### src/rtl/breakout_game_ctrl.sv
// Breakout game sequencer: newgame/play/newball/over FSM, ball counter and BCD score.
// Optional build macro BREAKOUT_EXTRA_BALL_EN: bonus ball on each thousands-digit rollover.
module breakout_game_ctrl #(
   parameter int unsigned BALLS          = 3,
   parameter int unsigned NEWBALL_FRAMES = 120,
   parameter int unsigned OVER_FRAMES    = 180,
   parameter logic [4:0]  START_KEY      = 5'h10
) (
   input  logic        clk,
   input  logic        reset,
   input  logic        frame_tick,
   input  logic        key_ready,
   input  logic [4:0]  key_code,
   input  logic        hit,
   input  logic        miss,
   output logic        gra_still,
   output logic [1:0]  state,
   output logic [1:0]  balls,
   output logic [15:0] score,
   output logic        game_over
);

   typedef enum logic [1:0] {
      NEWGAME = 2'b00,
      PLAY    = 2'b01,
      NEWBALL = 2'b10,
      OVER    = 2'b11
   } state_t;

   localparam logic [1:0] BALLS_INIT = BALLS[1:0];
   localparam logic [7:0] NB_LOAD    = NEWBALL_FRAMES[7:0];
   localparam logic [7:0] OV_LOAD    = OVER_FRAMES[7:0];

   state_t      state_q, state_d;
   logic [1:0]  balls_q, balls_d;
   logic [15:0] score_q, score_d;
   logic [7:0]  timer_q, timer_d;
   logic        key_ready_d;
   logic        gra_still_d, game_over_d;
   logic        start_press;
   logic [15:0] score_inc;

   // Packed-BCD increment with per-digit carry, saturating at 9999.
   function automatic logic [15:0] bcd_inc(input logic [15:0] v);
      logic [15:0] r;
      logic        carry;
      r     = v;
      carry = 1'b1;
      if (v != 16'h9999) begin
         for (int unsigned i = 0; i < 4; i++) begin
            if (carry) begin
               if (r[i*4 +: 4] == 4'd9) begin
                  r[i*4 +: 4] = 4'd0;
               end else begin
                  r[i*4 +: 4] = r[i*4 +: 4] + 4'd1;
                  carry       = 1'b0;
               end
            end
         end
      end
      return r;
   endfunction

   assign start_press = key_ready & ~key_ready_d & (key_code == START_KEY);
   assign score_inc   = bcd_inc(score_q);

   always_ff @(posedge clk) begin
      if (reset) begin
         state_q     <= NEWGAME;
         balls_q     <= BALLS_INIT;
         score_q     <= '0;
         timer_q     <= '0;
         key_ready_d <= 1'b0;
         gra_still   <= 1'b1;
         game_over   <= 1'b0;
      end else begin
         state_q     <= state_d;
         balls_q     <= balls_d;
         score_q     <= score_d;
         timer_q     <= timer_d;
         key_ready_d <= key_ready;
         gra_still   <= gra_still_d;
         game_over   <= game_over_d;
      end
   end

   always_comb begin
      state_d = state_q;
      balls_d = balls_q;
      score_d = score_q;
      timer_d = timer_q;
      case (state_q)
         NEWGAME: begin
            if (start_press) begin
               score_d = '0;
               balls_d = BALLS_INIT;
               state_d = PLAY;
            end
         end
         PLAY: begin
            if (hit) score_d = score_inc;
            if (miss) begin
               if (balls_q > 2'd1) begin
                  balls_d = balls_q - 2'd1;
                  timer_d = NB_LOAD;
                  state_d = NEWBALL;
               end else begin
                  balls_d = '0;
                  timer_d = OV_LOAD;
                  state_d = OVER;
               end
            end
`ifdef BREAKOUT_EXTRA_BALL_EN
            // Bonus applies after the miss; a game-ending miss forfeits it.
            if (hit && (score_inc[15:12] != score_q[15:12]) &&
                (state_d != OVER) && (balls_d != 2'd3))
               balls_d = balls_d + 2'd1;
`endif
         end
         NEWBALL, OVER: begin
            if (frame_tick) begin
               timer_d = timer_q - 8'd1;
               if (timer_q == 8'd1) state_d = (state_q == NEWBALL) ? PLAY : NEWGAME;
            end
         end
         default: state_d = NEWGAME;
      endcase
      gra_still_d = (state_d != PLAY);
      game_over_d = (state_d == OVER);
   end

   assign state = state_q;
   assign balls = balls_q;
   assign score = score_q;

endmodule

### config.mk
export PLATFORM = sky130hd
export DESIGN_NAME = breakout_game_ctrl
export DESIGN_NICKNAME = d
export VERILOG_FILES = /design/src/rtl/breakout_game_ctrl.sv
export SDC_FILE = /design/constraint.sdc
export NUM_CORES = 1
export LEC_CHECK = 0
export ABC_AREA = 1
export BUFFER_PORTS_ARGS = -buffer_cell sky130_fd_sc_hd__buf_2
export CAP_MARGIN = 25
export CELL_PAD_IN_SITES_DETAIL_PLACEMENT = 0
export CELL_PAD_IN_SITES_GLOBAL_PLACEMENT = 1
export CORE_ASPECT_RATIO = 1.5
export CORE_UTILIZATION = 25
export CTS_BUF_LIST = sky130_fd_sc_hd__clkbuf_8
export DETAILED_ROUTE_END_ITERATION = 7
export PLACE_DENSITY = 0.53
export SLEW_MARGIN = 0
export SYNTH_ARGS = -nofsm -noshare
export SYNTH_HDL_FRONTEND = slang
export SYNTH_SLANG_ARGS = --single-unit
### constraint.sdc
create_clock -name clk -period 2.63 [get_ports clk]
set_input_delay 0.1315 -clock clk [delete_from_list [all_inputs] [get_ports clk]]
set_output_delay 0.1315 -clock clk [all_outputs]
set_load 0.02 [all_outputs]
[After elaboration in Yosys (flattened, before gate mapping)]
Cells that the tools add are included.
Word-level totals
  input bits: 11
  flip-flop bits (word level): 31
Operators by class
  order comparisons: 1
  reduce and logical (&&, ||, !) cells: 10
  bitwise operators: 3
  $add $sub $neg: 6
  muxes and demuxes: 34
  equal/unequal tests: 20
Operators by type and width (number)
  two-way mux 16 bit: 3
  one-hot mux 16 bit (2 select lines): 1
  two-way mux 4 bit: 7
  two-way mux 8 bit: 3
  adder 4 x 1 -> 4 bit (second input constant): 4
  equality test 4 bit (second input constant): 4
  inequality test 16 bit (second input constant): 1
  inequality test 2 bit (second input constant): 8
  one-hot mux 8 bit (2 select lines): 1
  AND reduction 5 bit: 3
  two-way mux 2 bit: 7
  two-way mux 1 bit: 10
  equality test 8 x 1 -> 1 bit (second input constant): 1
  subtractor 8 x 1 -> 8 bit (second input constant): 1
  equality test 2 bit (second input constant): 3
  one-hot mux 2 bit (3 select lines): 1
  AND reduction 3 bit: 2
  equality test 5 bit (second input constant): 1
  one-hot mux 2 bit (2 select lines): 1
  AND reduction 4 bit: 1
  nonzero test 2 bit: 2
  AND 1 bit: 2
  equality test 2 x 1 -> 1 bit (second input constant): 1
  > comparator 2 x 1 -> 1 bit (second input constant): 1
  5 further kinds: 5

[Depth between registers and ports, before layout]
Gate-level depths: netlist of the first run.
  depth after elaboration: 11
  mapped depth: 11
  depth with buffers taken out: 11

[Worst setup path before layout of the first run]
Ideal clock, no wire load.
  path type: register to register
  start point: register score_q[8], in the netlist score[8]
  end point: register score_q[14], in the netlist score[14]
  cell stages (with the launch flop): 11
  arrival time: 1.464 ns
  period minus slack after synthesis: 1.592 ns
  slack: 1.038 ns
  required time: 2.502 ns
  cell sequence: dfxtp_1 -> ha_1 -> nand2_1 -> nor2_2 -> nand3_1 -> nand2_1 -> nand3_2 -> nand2_1 -> inv_1 -> nor2_1 -> nor2_1
On the way
  cells in the longest elaborated chain, start to end: 6
RTL lines
  from (decl): RTL line 36  | logic [15:0] score_q, score_d;
  from (signal assigned): RTL line 79  | score_q <= score_d;
  equality test 4 bit: RTL line 52  | if (r[i*4 +: 4] == 4'd9) begin
  two-way mux 1 bit: RTL line 52
  two-way mux 1 bit: RTL line 51  | if (carry) begin
  two-way mux 1 bit: RTL line 49  | if (v != 16'h9999) begin
  inequality test 2 bit (no line)
  AND reduction 5 bit (no line) *
Every way passes the cells marked *; elsewhere a longest branch is shown, timed or not. The select of a mux whose other input is x is not followed.
A chain may end at the register's enable or synchronous reset.

[Worst setup path in the final report of the first run]
  start point: register score_q[4], in the netlist score[4]
  end point: register score_q[14], in the netlist score[14]
On the way
  cells in the longest elaborated chain, start to end: 8
RTL lines (RTL line)
  equality test 4 bit: 52
  two-way mux 1 bit: 52
  two-way mux 1 bit: 51
  two-way mux 1 bit: 49
  two-way mux 1 bit: 51
  two-way mux 1 bit: 49
  inequality test 2 bit (no line)
  AND reduction 5 bit (no line) *
Marked as above.

==> run_results.csv, run 1 <==
group,metric,value,unit
status,outcome,"finished clean",
clocking,cts_tree,"done",
timing,setup-violations-final,0,
yosys,ys_seq_elements,31,
clocking,clock_latency,0.29,ns
layout,syn2layout_area_growth,20.6,%
yosys,synth_area,1850,um^2
worst_setup_path,critical-path-slowest-cell,"dfxtp_1",
global_route,grt_pass1_wl,8420,um
power_and_ir_drop,p_clk_share,49.5,%
placed_design,portBuffers,32,
power_and_ir_drop,p_sw,0.226,mW
clocking,post_cts_buffers,0,
worst_setup_path,critPathRequiredTime,2.80,ns
run,drv_cap,0,
global_route,overflow,0,
timing,drv_slew,0,
clocking,ctsResizeCount,0,
worst_setup_path,end_kind,"flip-flop",
worst_setup_path,path_max_fanout,6,
power_and_ir_drop,power.share.switching,22.2,%
yosys,synth_nets,285,
power_and_ir_drop,power,1.02,mW
yosys,syn_avg_cell_area,6.94,um^2
layout,final_cell_area,2230,um^2
detailed_routing,antenna_left,0,
worst_setup_path,rr_startpoint,"score[4]",
detailed_routing,drtIter0Drc,43,
layout,drive_above_1_share,19.9,%
worst_hold_path,min_path_type,"in -> reg",
worst_hold_path,hold_depth,3,
floorplan,core_area,7180,um^2
power_and_ir_drop,power.leakage,0.927,nW
worst_setup_path,max_stage_delay,0.44,ns
detailed_routing,wl,4950,um
placed_design,hpwlAfterDp,3780,um
clocking,holdBufCountCts,0,
global_route,antenna_found_initial,0,
power_and_ir_drop,internal-power,0.792,mW
timing,worstMarginPinSlew,0.444,ns
yosys,synth_edf_count,0,
clocking,cts_buffers,5,
timing,tns,0,ns
clocking,clkTransAtPathRegs,0.07,ns
power_and_ir_drop,powerDensity,457,nW/um^2
layout,antenna_cells,0,
yosys,yosysWarnings,0,
timing,fmax,606,MHz
power_and_ir_drop,combPwrFrac,4.0,%
floorplan,dieWidth,72.2,um
worst_hold_path,hp-start,"key_ready",
clocking,cts_buffer_depth,2,
power_and_ir_drop,pwr-share-seq,46.5,%
detailed_routing,drt-vias-per-instance,4.35,
floorplan,initial_core_util,25.7,%
timing,hold_viol,0,
worst_setup_path,rr_endpoint,"score[14]",
global_route,grt_pass1_vias,1738,
yosys,seq_area_frac_synth,33.6,%
detailed_routing,via_count,1750,
timing,min_period,1.65,ns
yosys,async_flop_share,0,%
placed_design,postPlaceCellArea,2110,um^2
placed_design,gp_congestion,0.769,
detailed_routing,wl_per_cell,12.3,um
global_route,grt_max_degree,19,
worst_setup_path,r2r_cells,10,
worst_setup_path,cp_cell_sequence,"ha_1, nand2_1, nor2_1, nand3_1, nand2_1, nand3_2, nand2_1, inv_1, nor2_1, nor2_1",
power_and_ir_drop,ir_worst_vdd,0.199,mV
yosys,synth-main-ff-cell,"dfxtp_1",
timing,hold_ws,0.0643,ns
floorplan,dieArea,7740,um^2
floorplan,num_rows,38,
timing,period_share,62.7,%
global_route,grtUsageTotal,14.3,%
layout,nNetsFinal,320,
worst_setup_path,cp_num_buf_inv,1,
worst_setup_path,worst-setup-path-type,"reg -> reg",
timing,slew_headroom,70.4,%
clocking,htree_levels,2,
worst_hold_path,worstHoldEndpoint,"key_ready_d",
detailed_routing,drc,0,
worst_setup_path,start_kind,"flip-flop",
worst_setup_path,cp.arrival,1.82,ns
worst_setup_path,r2r_slack,0.98,ns
yosys,synth_cell_types,33,
worst_setup_path,cpLargestDelayFamily,"simple AND/OR/NAND/NOR gates",
clocking,cts_sinks,31,
timing,fin_skew,0.00610,ns
timing,rsz0062_at_grt,"no",
yosys,synth_cells,266,
floorplan,io_pins,33,
clocking,clockRootBuffer,"clkbuf_8",
detailed_routing,drtPass1Iterations,4,
floorplan,dieHeight,107,um
[registers in the layout, indices dropped and copies added (netlist names)]
signal	count
score	16
timer_q	8
balls	2
state	2
game_over	1
gra_still	1
key_ready_d	1
[logic make-up after synthesis]
logic type | share of synthesized area, %
AOI/OAI and AO/OA | 11.2
buffers and inverters | 9.76
xor gates and xnor gates | 3.79
and+or+nand+nor | 36.2
DFF | 33.6
adders and majority gates | 5.42
[through the flow]
stage	setup WS (ns)	instances	utilization (%)
global placement	0.978	394	29.4
CTS	0.961	402	31.0
detailed placement	0.978	394	29.4
finish	0.981	402	31.0
floorplan	1.04	266	-
global route	0.729	402	31.0
[how the worst max path moves through the flow]
| stage | start | end | slack, ns | cells past startpoint |
|---|---|---|---|---|
| after CTS | score[4] | score[14] | 0.96 | 10 |
| final | score[4] | score[14] | 0.98 | 10 |
| after floorplan | score[8] | score[14] | 1.04 | 10 |
| after global routing | score[4] | score[13] | 0.73 | 10 |
| after global placement | score[8] | score[14] | 0.98 | 10 |
| after detailed placement | score[4] | score[14] | 0.98 | 10 |
[metal layers]
layer,track usage (%),part of all wire [%],up-vias
met4,5.46,1.3,0
met1,14.1,39,798
li1,-,-,920
met3,3.37,3.4,8
met2,27.8,57,24
met5,0,0,-
[synth_stat cells (2+ instances only)]
| cell | instances | share of area [%] |
|---|---|---|
| a21oi_1 | 15 | 4.1 |
| a31oi_1 | 2 | 0.68 |
| clkbuf_1 | 3 | 0.61 |
| dfxtp_1 | 31 | 34 |
| ha_1 | 8 | 5.4 |
| inv_1 | 36 | 7.3 |
| inv_2 | 2 | 0.41 |
| nand2_1 | 49 | 10 |
| nand2_4 | 3 | 1.8 |
| nand3_1 | 11 | 3.0 |
| nand3_2 | 3 | 1.6 |
| nand3_4 | 2 | 1.9 |
| nand4_1 | 5 | 1.7 |
| nor2_1 | 47 | 9.6 |
| nor2_2 | 5 | 1.7 |
| nor2_4 | 2 | 1.2 |
| nor3_1 | 6 | 1.6 |
| o21ai_0 | 12 | 3.3 |
| o21ai_1 | 4 | 1.1 |
| xnor2_1 | 5 | 2.4 |
| xor2_1 | 3 | 1.4 |
[placed cells by master, fill, tap and decap left out, types with 2 or more instances in the layout]
master | synthesis | final
nor2_1 | 47 | 47
nand2_4 | 3 | 3
a31oi_1 | 2 | 2
clkbuf_8 | 0 | 6
a21oi_1 | 15 | 15
nor2_4 | 2 | 2
nand3_4 | 2 | 2
inv_2 | 2 | 2
o21ai_1 | 4 | 4
buf_2 | 0 | 32
o21ai_0 | 12 | 12
nand2_1 | 49 | 49
nand4_1 | 5 | 5
xnor2_1 | 5 | 5
nand3_2 | 3 | 3
xor2_1 | 3 | 3
inv_1 | 36 | 36
nor2_2 | 5 | 5
dfxtp_1 | 31 | 31
nand3_1 | 11 | 11
ha_1 | 8 | 8
nor3_1 | 6 | 6
[power groups by stage]
stage | logic (mW) | clock network, mW | registers, mW
detailed placement | 0.0428 | 0 | 0.484
floorplan | 0.0249 | 0 | 0.484
global route | 0.0479 | 0.537 | 0.474
finish | 0.0411 | 0.504 | 0.473
CTS | 0.0430 | 0.520 | 0.473
global placement | 0.0431 | 0 | 0.484
[area by class of cell]
class | instances | area (um^2)
Fill cell | 833 | 4950
Sequential cell | 31 | 621
Multi-Input combinational cell | 191 | 1050
Inverter | 40 | 158
Timing Repair Buffer | 32 | 160
Tap cell | 100 | 125
Clock buffer | 6 | 82.6
Clock inverter | 2 | 35.0
[worst min-delay path, delay by kind of cell]
family / cells / cell delay, ns
buffers and inverters: 2 / 0.15
and+or+nand+nor: 1 / 0.03
Note: power is estimated with default switching activity, not from simulation.
==> run 2, diff against run 1 <==
--- a/config.mk
+++ b/config.mk
@@ -14,7 +14,7 @@
 export CORE_UTILIZATION = 25
 export CTS_BUF_LIST = sky130_fd_sc_hd__clkbuf_8
 export DETAILED_ROUTE_END_ITERATION = 7
-export PLACE_DENSITY = 0.53
+export PLACE_DENSITY = 0.55
 export SLEW_MARGIN = 0
 export SYNTH_ARGS = -nofsm -noshare
 export SYNTH_HDL_FRONTEND = slang
==> constraint.sdc (replaced) <==
create_clock -name clk -period 1.47 [get_ports clk]
set_input_delay 0.0735 -clock clk [delete_from_list [all_inputs] [get_ports clk]]
set_output_delay 0.0735 -clock clk [all_outputs]
set_load 0.02 [all_outputs]
==> run 2 against run 1 <==
  * Sequential cell count unchanged
  * Clock power up 53%
  * Clock skew up 0.0012 ns
  * Register-to-register slack worse by 0.93 ns
  * Final cell count up 6.7%
  * Largest power group is now sequential cells
  * First-iteration DRC count down 2.3%
  * Critical path type unchanged
  * Highest routed layer unchanged
  * Final area up 14%
  * Worst hold slack worse by 0.057 ns
  * Global-route usage up 0.22 points
  * Total power up 67%
  * Count of clock-buffer cells in the layout up 1
  * Critical path depth down 2
==> run_results.csv, run 2 (synthesized netlist as in run 1, its figures left out) <==
group,metric,value,unit
status,outcome,"finished clean",
clocking,clock_latency,0.29,ns
layout,fillers,801,
layout,antenna_cells,0,
worst_hold_path,hold_depth,3,
timing,hold_viol,0,
clocking,clkTransAtPathRegs,0.07,ns
power_and_ir_drop,p_clk_share,45.4,%
layout,regArea,636,um^2
clocking,cts_buffers,5,
layout,drive_above_1_share,35.6,%
layout,final_cell_mix,"nor2_1 (44), nand2_1 (43), inv_1 (33), buf_2 (32), buf_4 (27)",
timing,finalWorstSetupSlack,0.0552,ns
placed_design,gp_congestion,0.758,
detailed_routing,drtIter0Drc,42,
worst_setup_path,r2r_cells,8,
layout,syn2layout_area_growth,37.1,%
placed_design,hpwlAfterDp,3890,um
floorplan,io_pins,33,
global_route,antenna_found_initial,0,
global_route,grtUsageTotal,14.5,%
power_and_ir_drop,power.leakage,1.09,nW
worst_hold_path,min_path_type,"in -> reg",
worst_setup_path,path_max_fanout,6,
power_and_ir_drop,power,1.70,mW
timing,fin_skew,0.00732,ns
detailed_routing,antenna_left,0,
clocking,holdBufCountCts,0,
power_and_ir_drop,combPwrFrac,4.8,%
timing,drv_slew,0,
power_and_ir_drop,internal-power,1.29,mW
timing,period_share,96.2,%
power_and_ir_drop,pwr-share-seq,49.8,%
worst_hold_path,hp-start,"key_ready",
layout,fin_util,35.3,%
floorplan,num_rows,38,
timing,fmax,707,MHz
worst_setup_path,rr_startpoint,"score[12]",
timing,rsz0062_at_grt,"yes",
worst_setup_path,cpLargestDelayFamily,"simple AND/OR/NAND/NOR gates",
layout,final_common_cell,"nor2_1",
clocking,cts_buffer_depth,2,
worst_setup_path,start_kind,"flip-flop",
clocking,htree_levels,2,
detailed_routing,drtPass1Iterations,4,
global_route,grt_max_degree,18,
global_route,grt_pass1_wl,8600,um
worst_setup_path,end_kind,"flip-flop",
placed_design,postPlaceCellArea,2310,um^2
floorplan,core_area,7180,um^2
worst_setup_path,r2r_slack,0.06,ns
global_route,grt_pass1_vias,1847,
timing,setup-violations-final,0,
timing,slew_headroom,65.0,%
worst_setup_path,critPathRequiredTime,1.65,ns
layout,nNetsFinal,347,
timing,worstMarginPinSlew,0.524,ns
worst_hold_path,worstHoldEndpoint,"key_ready_d",
floorplan,dieHeight,107,um
layout,multi_input_area,1150,um^2
floorplan,dieWidth,72.2,um
layout,largest_reg_flops,16,
placed_design,dp_slack,-0.0692,ns
power_and_ir_drop,p_sw,0.407,mW
clocking,cts_tree,"done",
run,drv_cap,0,
detailed_routing,via_count,1857,
power_and_ir_drop,ir_worst_vdd,0.358,mV
worst_setup_path,worst-setup-path-type,"reg -> reg",
detailed_routing,drc,0,
floorplan,initial_core_util,25.7,%
timing,min_period,1.41,ns
worst_setup_path,cp.arrival,1.60,ns
power_and_ir_drop,power.share.switching,23.9,%
floorplan,dieArea,7740,um^2
layout,final_cell_area,2530,um^2
placed_design,portBuffers,32,
global_route,overflow,0,
worst_setup_path,cp_num_buf_inv,1,
detailed_routing,wl,5150,um
clocking,cts_sinks,31,
power_and_ir_drop,powerDensity,672,nW/um^2
worst_setup_path,max_stage_delay,0.36,ns
detailed_routing,drt-vias-per-instance,4.33,
detailed_routing,wl_per_cell,12.0,um
worst_setup_path,critical-path-slowest-cell,"dfxtp_2",
clocking,clockRootBuffer,"clkbuf_8",
worst_setup_path,rr_endpoint,"score[0]",
worst_setup_path,cp_cell_sequence,"ha_4, nand3b_1, nor2_2, nand3_4, nand2_4, inv_4, o21ai_2, nor2_1",
[run 2: cell count changes in the layout (fill, tap and decap cells not counted), moves of 5 or more]
cell / change
buf_4: +27
dfxtp_1: -12
nand2_1: -6
nand2_2: +5
dfxtp_2: +12
[run 2: power groups by stage]
stage,sequential (mW),combinational (mW),clock (mW)
after floorplan,0.866,0.0445,0
after global placement,0.866,0.0822,0
after detailed placement,0.866,0.0821,0
after CTS,0.846,0.0822,0.799
after global routing,0.846,0.0921,0.837
final,0.846,0.0821,0.773
[run 2: per-layer routing]
layer,GRT usage [%],wire length [um],vias up
met5,0,0,-
li1,-,-,970
met3,2.62,119,14
met1,14.9,2090,844
met2,27.0,2770,29
met4,7.84,167,0
[run 2: how the worst max path moves through the flow]
stage                 to  cells past startpoint  slack (ns)       from
2_1_floorplan  score[14]                     11       0.009   score[9]
3_3_place_gp   score[14]                     10       -0.07   score[5]
3_5_place_dp   score[14]                     10       -0.07   score[5]
4_1_cts        score[14]                     10      0.0003   score[0]
5_1_grt        score[14]                     10       -0.04   score[5]
6_report        score[0]                      8        0.06  score[12]
[run 2: final cells by class]
type	count	share of cell area [%]
timing repair buffer	59	14.3
tap	100	4.94
multi-input combinational	191	45.3
clock inverter	1	0.148
clock buffer	7	3.81
inverter	40	6.33
sequential	31	25.1
[run 2: per-stage QoR]
stage | instances | hold slack [ns] | TNS, ns
2_1_floorplan | 266 | 0.180 | 0
3_3_place_gp | 419 | 0.298 | -0.140
3_5_place_dp | 419 | 0.309 | -0.191
4_1_cts | 428 | 0.00245 | 0
5_1_grt | 429 | 0.00508 | -0.165
6_report | 429 | 0.00772 | 0
[run 2: repair_timing]
item                                    CTS  global route
buffers inserted                          1             1
resized for setup                        15            22
pin swaps                                 7            16
endpoints found under the setup margin    8            20
endpoints found under the hold margin     0             0
gates cloned                              0             0
[run 2: worst register-to-register path, delay by kind of cell, from the launching register on]
| kind | cells | cell delay, ns |
|---|---|---|
| buffers and inverters | 1 | 0.05 |
| flip-flops | 1 | 0.36 |
| AO/OA/AOI/OAI | 1 | 0.12 |
| adder cells (fa/ha/maj) | 1 | 0.13 |
| AND/OR/NAND/NOR | 5 | 0.65 |
